### src/rtl/mem_arbiter.sv
// rtl/mem_arbiter.sv - two-port (core A / loader B) arbiter onto a single-port memory
//
// Optional feature: define MEM_ARBITER_RR_EN for round-robin arbitration of
// simultaneous requests; without it port A has fixed priority.
//
// Ports:
//   clk, rst                  clock, synchronous active-low reset
//   req_x, we_x, addr_x,      request side for port A (core) and B (loader);
//   wdata_x                   requester holds these until ack_x
//   ack_x, rdata_x            one-cycle completion pulse, registered read data
//   mem_addr, mem_rd, mem_wr, memory side; strobes last one cycle, read data
//   mem_wdata, mem_rdata      returns the cycle after mem_rd
//   busy                      high whenever a transaction is in flight
module mem_arbiter #(
  parameter int AWIDTH = 5,
  parameter int DWIDTH = 8
) (
  input  logic              clk,
  input  logic              rst,
  input  logic              req_a,
  input  logic              req_b,
  input  logic              we_a,
  input  logic              we_b,
  input  logic [AWIDTH-1:0] addr_a,
  input  logic [AWIDTH-1:0] addr_b,
  input  logic [DWIDTH-1:0] wdata_a,
  input  logic [DWIDTH-1:0] wdata_b,
  output logic              ack_a,
  output logic              ack_b,
  output logic [DWIDTH-1:0] rdata_a,
  output logic [DWIDTH-1:0] rdata_b,
  output logic [AWIDTH-1:0] mem_addr,
  output logic              mem_rd,
  output logic              mem_wr,
  output logic [DWIDTH-1:0] mem_wdata,
  input  logic [DWIDTH-1:0] mem_rdata,
  output logic              busy
);

  typedef enum logic [1:0] {IDLE, ACCESS, WAIT, DONE} state_t;

  state_t            state, state_nxt;
  logic [AWIDTH-1:0] lat_addr;
  logic              lat_we;
  logic [DWIDTH-1:0] lat_wdata;
  logic              grant;     // 0 = port A, 1 = port B
  logic              win_b;

`ifdef MEM_ARBITER_RR_EN
  logic last_grant;             // 0 = A served last, 1 = B served last

  // On a tie the port that was not served last wins.
  assign win_b = req_b && (!req_a || !last_grant);

  always_ff @(posedge clk) begin
    if (!rst) begin
      last_grant <= 1'b1;
    end else if (state == IDLE && (req_a || req_b)) begin
      last_grant <= win_b;
    end
  end
`else
  assign win_b = req_b && !req_a;
`endif

  always_ff @(posedge clk) begin
    if (!rst) begin
      state <= IDLE;
    end else begin
      state <= state_nxt;
    end
  end

  always_comb begin
    state_nxt = state;
    mem_rd    = 1'b0;
    mem_wr    = 1'b0;
    mem_wdata = '0;
    ack_a     = 1'b0;
    ack_b     = 1'b0;
    busy      = (state != IDLE);
    case (state)
      IDLE: begin
        if (req_a || req_b) state_nxt = ACCESS;
      end
      ACCESS: begin
        state_nxt = WAIT;
        mem_rd    = !lat_we;
        mem_wr    = lat_we;
        if (lat_we) mem_wdata = lat_wdata;
      end
      WAIT: begin
        state_nxt = DONE;
      end
      DONE: begin
        state_nxt = IDLE;
        ack_a     = !grant;
        ack_b     = grant;
      end
      default: state_nxt = IDLE;
    endcase
  end

  // The latched address doubles as mem_addr; it only changes on a grant,
  // so it is stable through ACCESS, WAIT and DONE.
  assign mem_addr = lat_addr;

  always_ff @(posedge clk) begin
    if (!rst) begin
      lat_addr  <= '0;
      lat_we    <= 1'b0;
      lat_wdata <= '0;
      grant     <= 1'b0;
      rdata_a   <= '0;
      rdata_b   <= '0;
    end else begin
      if (state == IDLE && (req_a || req_b)) begin
        grant     <= win_b;
        lat_addr  <= win_b ? addr_b  : addr_a;
        lat_we    <= win_b ? we_b    : we_a;
        lat_wdata <= win_b ? wdata_b : wdata_a;
      end
      if (state == WAIT && !lat_we) begin
        if (grant) rdata_b <= mem_rdata;
        else       rdata_a <= mem_rdata;
      end
    end
  end

endmodule

### config.mk
export PLATFORM = sky130hd
export DESIGN_NAME = mem_arbiter
export DESIGN_NICKNAME = d
export VERILOG_FILES = /design/src/rtl/mem_arbiter.sv
export SDC_FILE = /design/constraint.sdc
export NUM_CORES = 1
export LEC_CHECK = 0
export ABC_CLOCK_PERIOD_IN_PS = 1500
export CORE_MARGIN = 2
export CORE_UTILIZATION = 55
export CTS_BUF_LIST = sky130_fd_sc_hd__clkbuf_8
export DETAILED_ROUTE_END_ITERATION = 8
export DONT_BUFFER_PORTS = 1
export PLACE_DENSITY = 0.82
export SYNTH_ARGS = -nofsm -noshare
export SYNTH_HDL_FRONTEND = slang
export SYNTH_SLANG_ARGS = --single-unit
### constraint.sdc
create_clock -name clk -period 1.5 [get_ports clk]
set_input_delay 0.225 -clock clk [delete_from_list [all_inputs] [get_ports clk]]
set_output_delay 0.225 -clock clk [all_outputs]
set_load 0.05 [all_outputs]
==> impl_metrics.json, run 1 <==
{
  "status": "finished, final reports clean",
  "max_freq_mhz": 676,
  "cts_setup_buffers": 0,
  "avgSynthCellArea_um2": 8.85,
  "dieArea_mm2": 0.00312,
  "ys_ff_latch": 33,
  "cp.required_ns": 1.27,
  "drt-initial-drc-count": 43,
  "area.sequential_um2": 664,
  "fin_ws_ns": 0.0200,
  "worst_setup_path_end_kind": "output port",
  "ys_warn_count": 0,
  "path_clk_slew_ns": 0.06,
  "num_rows": 18,
  "tightestPinTransition_ns": 0.535,
  "ios": 74,
  "maxSlewViolCount": 0,
  "synthAdderAreaFrac_pct": 4.23,
  "final_cells": 216,
  "cts_hold_buffers": 0,
  "synth-simple-area-share_pct": 22.5,
  "via_per_inst": 5.80,
  "ys_types": 25,
  "slew_headroom_pct": 64.3,
  "fin_area_mm2": 0.00191,
  "multi_input_area_um2": 823,
  "post-place-ws_ns": 0.0192,
  "nets": 230,
  "arrival_ns": 1.25,
  "grt_usage_pct": 22.8,
  "p_comb_share_pct": 42.2,
  "worst_hold_slack_ns": 0.0648,
  "crit_family": "flip-flops",
  "synth_compound_area_share_pct": 13.2,
  "fillerInstances": 199,
  "diodes": 0,
  "design.core.area_mm2": 0.00252,
  "mappedNetlistArea_mm2": 0.00148,
  "cts_resized": 7,
  "yosysTopAreaCellShare_pct": 44.7,
  "synth.area.top_cells": "dfxtp_1, mux2i_1, nand2_1",
  "hold_class": "in2reg",
  "cap_viol_max_count": 0,
  "syn_to_final_growth_pct": 29.0,
  "synthArstFlopShare_pct": 0,
  "setup_violations": 0,
  "cpMaxStageDelayCell": "dfxtp_2",
  "fin_util_pct": 75.6,
  "synthMuxAreaShare_pct": 10.8,
  "synthXorXnorAreaFrac_pct": 0,
  "dp.cells": 208,
  "setup.worst_path.start_class": "flip-flop",
  "clock-sinks": 33,
  "cts_tree": "built",
  "finClkSkew_ns": 0.00283,
  "io_buffer_count": 0,
  "dieWidth_um": 55.8,
  "seqPwrFrac_pct": 40.0,
  "worst_path_largest_cell_delay_ns": 0.38,
  "synth_top_family_by_area": "simple AND/OR/NAND/NOR gates",
  "dr_total_vias": 1253,
  "die_h_um": 55.8,
  "worst-setup-path-type": "reg2out",
  "grt_pass1_wl_mm": 5.56,
  "drcViolationCount": 0,
  "routed_wl_mm": 3.54,
  "synthCells": 167,
  "min_period_over_period_pct": 98.7,
  "ir_drop_uv": 1220,
  "firstDrtPassIters": 4,
  "crit_path_cell_trace": "inv_4 -> ha_4 -> and3_4 -> buf_12",
  "pwr_density_cell_mw_per_mm2": 1830,
  "drtAntennaViolNets": 0,
  "leakage_nw": 0.803,
  "synth_flop_cell": "dfxtp_1",
  "power.switching_w": 0.00148,
  "grt_pass1_vias": 1252,
  "syn_nets": 212,
  "hold_viol": 0,
  "rsz0062_at_grt": "true",
  "hpwl_mm": 2.51,
  "p_sw_share_pct": 42.5,
  "grt_max_degree": 34,
  "synth_top_area_cell": "dfxtp_1",
  "ys_top_cells_by_count": "dfxtp_1, nand2_1, nor2b_1",
  "synth_edf_count": 0,
  "clkLatencyLatePin_ns": 0.28,
  "cts_root_buf": "clkbuf_8",
  "drive_gt1_share_pct": 24.7,
  "cts_max_level": 2,
  "wl_per_cell_um": 16.4,
  "clockBufferDepth": 2,
  "antenna_found_initial": 0,
  "critPathMaxFanout": 8,
  "start_util_pct": 58.6,
  "pwr-share-clk_pct": 17.8,
  "p_int_w": 0.00201,
  "seq_area_frac_synth_pct": 44.7,
  "yosys.cell_count.top_type": "dfxtp_1",
  "numCtsBuffers": 5,
  "grt_overflow_total": 0,
  "fin_crit_ns": 1.48,
  "critical_path_buf_inv_count": 2,
  "globalplace.congestion": 0.733,
  "placed_area_mm2": 0.00174
}
## flip-flops by register name, summed over array words and instances, names as in the netlist
signal     count
state          2
lat_we         1
grant          1
lat_wdata      8
mem_addr       5
rdata_b        8
rdata_a        8
## cells by family (layout without fill, tap and decap cells)
logic type / after synthesis / count (layout)
AOI/OAI and AO/OA: 34 / 34
adders and majority gates: 5 / 5
buffers and inverters: 14 / 33
DFF: 33 / 33
muxes: 16 / 16
and+or+nand+nor: 65 / 65
## per-stage QoR
stage | setup TNS (ns) | total power (W)
6_report | 0 | 0.00349
5_1_grt | -0.0514 | 0.00367
4_1_cts | 0 | 0.00341
3_5_place_dp | 0 | 0.00273
3_3_place_gp | 0 | 0.00266
2_1_floorplan | 0 | 0.00231
## per-layer routing
layer  share of wire, %  vias to the layer above  routed length (µm)  global-route usage, %
met1                 37                      590                1320                   22.8
met5                  0                        -                   0                      0
met2                 55                       46                1940                   41.0
met3                6.7                        7                 237                   9.77
met4                1.1                        0                  40                   9.86
li1                   -                      610                   -                      -
## placed cells by master (no fill, tap or decap)
cell type	n
dfxtp_2	3
mux2i_2	1
inv_4	1
ha_2	1
a21oi_1	2
inv_2	1
inv_1	2
buf_6	2
clkinv_2	2
buf_4	11
nand2_1	30
nor2_1	1
nor3b_4	1
nor2b_4	1
and2b_1	1
nor2b_1	17
dfxtp_1	30
ha_4	1
a31oi_1	14
or4_1	1
ha_1	3
o21ai_0	15
a21boi_1	1
buf_12	9
and2_1	2
and3_4	7
nand3b_1	1
clkbuf_8	5
nand2b_1	1
nor3_1	1
and3_1	1
mux2i_1	15
o31ai_1	1
o21a_1	1
## final timing paths
path	startpoint	to	slack, ns	cells past startpoint
min reg2reg	rdata_a[6]	rdata_a[6]	0.53	2
max	state[1]	mem_wdata[6]	0.02	4
max reg2reg	state[0]	state[1]	0.04	5
min	rst	grant	0.06	2
## power groups by stage
stage | combinational [W] | clock (W) | sequential [W]
after global placement | 0.00130 | 0 | 0.00135
after detailed placement | 0.00136 | 0 | 0.00137
after floorplan | 0.000807 | 0 | 0.00150
after CTS | 0.00141 | 0.000638 | 0.00136
after global routing | 0.00157 | 0.000674 | 0.00143
final | 0.00147 | 0.000620 | 0.00140
## area by class of cell
class / instances / area share [%]
clock inverter: 3 / 0.722
clock buffer: 5 / 3.61
inverter: 3 / 0.722
multi-input combinational: 120 / 43.2
tap: 30 / 1.97
timing repair buffer: 22 / 15.0
sequential: 33 / 34.8
(Power assumes the default switching activity.)
==> run 2, diff against run 1 <==
==> config.mk (replaced) <==
export PLATFORM = sky130hd
export DESIGN_NAME = mem_arbiter
export DESIGN_NICKNAME = d
export VERILOG_FILES = /design/src/rtl/mem_arbiter.sv
export SDC_FILE = /design/constraint.sdc
export NUM_CORES = 1
export LEC_CHECK = 0
export ABC_CLOCK_PERIOD_IN_PS = 1800
export CORE_MARGIN = 2
export CORE_UTILIZATION = 45
export DETAILED_ROUTE_END_ITERATION = 8
export DONT_BUFFER_PORTS = 1
export PLACE_DENSITY = 0.69
export SYNTH_ARGS = -nofsm -noshare
export SYNTH_HDL_FRONTEND = slang
export SYNTH_SLANG_ARGS = --single-unit
==> constraint.sdc (replaced) <==
create_clock -name clk -period 1.8 [get_ports clk]
set_input_delay 0.27 -clock clk [delete_from_list [all_inputs] [get_ports clk]]
set_output_delay 0.27 -clock clk [all_outputs]
set_load 0.05 [all_outputs]
==> run 2 against run 1 <==
Effect of this change: first-iteration DRC count decreased by 14%; clock power decreased by 6.3%; final cell count increased by 1.9%; register-to-register slack improved by 0.19 ns; utilization decreased by 21 points; worst setup slack improved by 0.055 ns; cell area decreased by 13%; power decreased by 24%; sequential share of layout area increased by 4.8 points; sequential cell count unchanged; wire length decreased by 10%; critical endpoint is now mem_wdata[7]; largest power group is now registers.
==> impl_metrics.json, run 2 (synthesis gave the netlist of run 1 again) <==
{
  "status": "finished, final reports clean",
  "cts_root_buf": "clkbuf_4",
  "cp.required_ns": 1.53,
  "globalplace.congestion": 0.713,
  "worst-setup-path-type": "reg2out",
  "nets": 220,
  "routed_wl_mm": 3.17,
  "dr_total_vias": 1177,
  "power_w": 0.00267,
  "fillerInstances": 311,
  "hold_viol": 0,
  "pwr_density_cell_mw_per_mm2": 1600,
  "drive_gt1_share_pct": 13.1,
  "worst_hold_slack_ns": 0.0618,
  "fin_util_pct": 54.2,
  "via_per_inst": 5.35,
  "drt-initial-drc-count": 37,
  "io_buffer_count": 0,
  "crit_path_start": "state[1]",
  "grt_max_degree": 34,
  "critPathMaxFanout": 8,
  "syn_to_final_growth_pct": 12.9,
  "grt_pass1_vias": 1082,
  "drcViolationCount": 0,
  "setup.worst_path.start_class": "flip-flop",
  "tightestPinTransition_ns": 0.545,
  "num_rows": 20,
  "min_period_over_period_pct": 95.8,
  "hpwl_mm": 2.27,
  "cts_tree": "built",
  "diodes": 0,
  "firstDrtPassIters": 4,
  "largestRegisters": "lat_wdata: 8 flops, rdata_a: 8 flops, rdata_b: 8 flops",
  "clockBufferDepth": 2,
  "die_h_um": 61.3,
  "fin_crit_ns": 1.73,
  "rsz0062_at_grt": "false",
  "antenna_found_initial": 0,
  "slew_headroom_pct": 63.6,
  "leakage_nw": 0.726,
  "cap_viol_max_count": 0,
  "hold_class": "in2reg",
  "cts_resized": 0,
  "maxSlewViolCount": 0,
  "layout_common_cells": "dfxtp_1, nand2_1, nor2b_1, mux2i_1, o21ai_0",
  "max_freq_mhz": 580,
  "finClkSkew_ns": 0.0103,
  "route.met3.wl_um": 326,
  "drtAntennaViolNets": 0,
  "cts_max_level": 2,
  "dieWidth_um": 61.3,
  "timing.setup.tns_ns": 0,
  "grt_overflow_total": 0,
  "cts_setup_buffers": 0,
  "path_clk_slew_ns": 0.09,
  "dieArea_mm2": 0.00376,
  "wl_met1_mm": 1.35,
  "worst_setup_path_end_kind": "output port",
  "grt_pass1_wl_mm": 4.65,
  "final_common_cell": "dfxtp_1",
  "ir_drop_uv": 789,
  "r2r_end": "rdata_a[7]",
  "maxUsedRoutingLayer": "met4",
  "clock-sinks": 33,
  "reg2reg_from": "state[0]",
  "clkLatencyLatePin_ns": 0.33,
  "start_util_pct": 48.0,
  "wl_met2_mm": 1.45,
  "wl_per_cell_um": 14.4,
  "design.core.area_mm2": 0.00308,
  "r2r_slack_ns": 0.23,
  "setup_violations": 0,
  "critPathCapture": "mem_wdata[7]",
  "reg2regPathDepth": 5,
  "arrival_ns": 1.46,
  "cts_hold_buffers": 0,
  "ios": 74,
  "numCtsBuffers": 5,
  "grt_usage_pct": 17.1
}
## run 2: cell count changes in the layout (fill, tap and decap cells not counted), sizes merged
cell | previous run | this run
inv | 4 | 3
clkbuf | 5 | 7
clkinv | 2 | 0
bufinv | 0 | 1
buf | 22 | 12
## run 2: worst min-delay path by stage
stage	from	to	slack [ns]	depth (start not counted)
global route	rst	grant	0.04	2
finish	rst	grant	0.06	2
floorplan	rst	lat_wdata[0]	0.41	2
detailed placement	rst	grant	0.40	2
global placement	rst	grant	0.40	2
CTS	rst	grant	0.05	2
## run 2: worst max-delay path, cell delays in order (launching register included)
cell,delay [ns]
dfxtp_1,0.34
inv_1,0.13
ha_2,0.28
and3_1,0.19
buf_4,0.20
## run 2: metal layers
metal / track usage [%] / up-vias
met2: 28.4 / 56
li1: - / 586
met3: 7.98 / 5
met1: 18.7 / 530
met4: 7.14 / 0
met5: 0 / -
## run 2: power by group
part           internal, W  leakage (nW)  switching (W)
sequential        0.000902         0.270       0.000390
combinational     0.000296         0.410       0.000500
clock             0.000332        0.0455       0.000249
## run 2: stage by stage
step	area [µm²]	setup slack (ns)	cells
2_1_floorplan	1480	0.175	167
3_3_place_gp	1570	0.138	212
3_5_place_dp	1570	0.0543	212
4_1_cts	1660	0.0198	220
5_1_grt	1670	0.00817	220
6_report	1670	0.0749	220
## run 2: final cells by class
class	count	area [µm²]	area share, %
Multi-Input combinational cell	120	766	45.9
Sequential cell	33	661	39.6
Timing Repair Buffer	12	90.1	5.40
Clock buffer	7	55.1	3.30
Tap cell	44	55.1	3.30
Clock inverter	1	30.0	1.80
Inverter	3	11.3	0.675
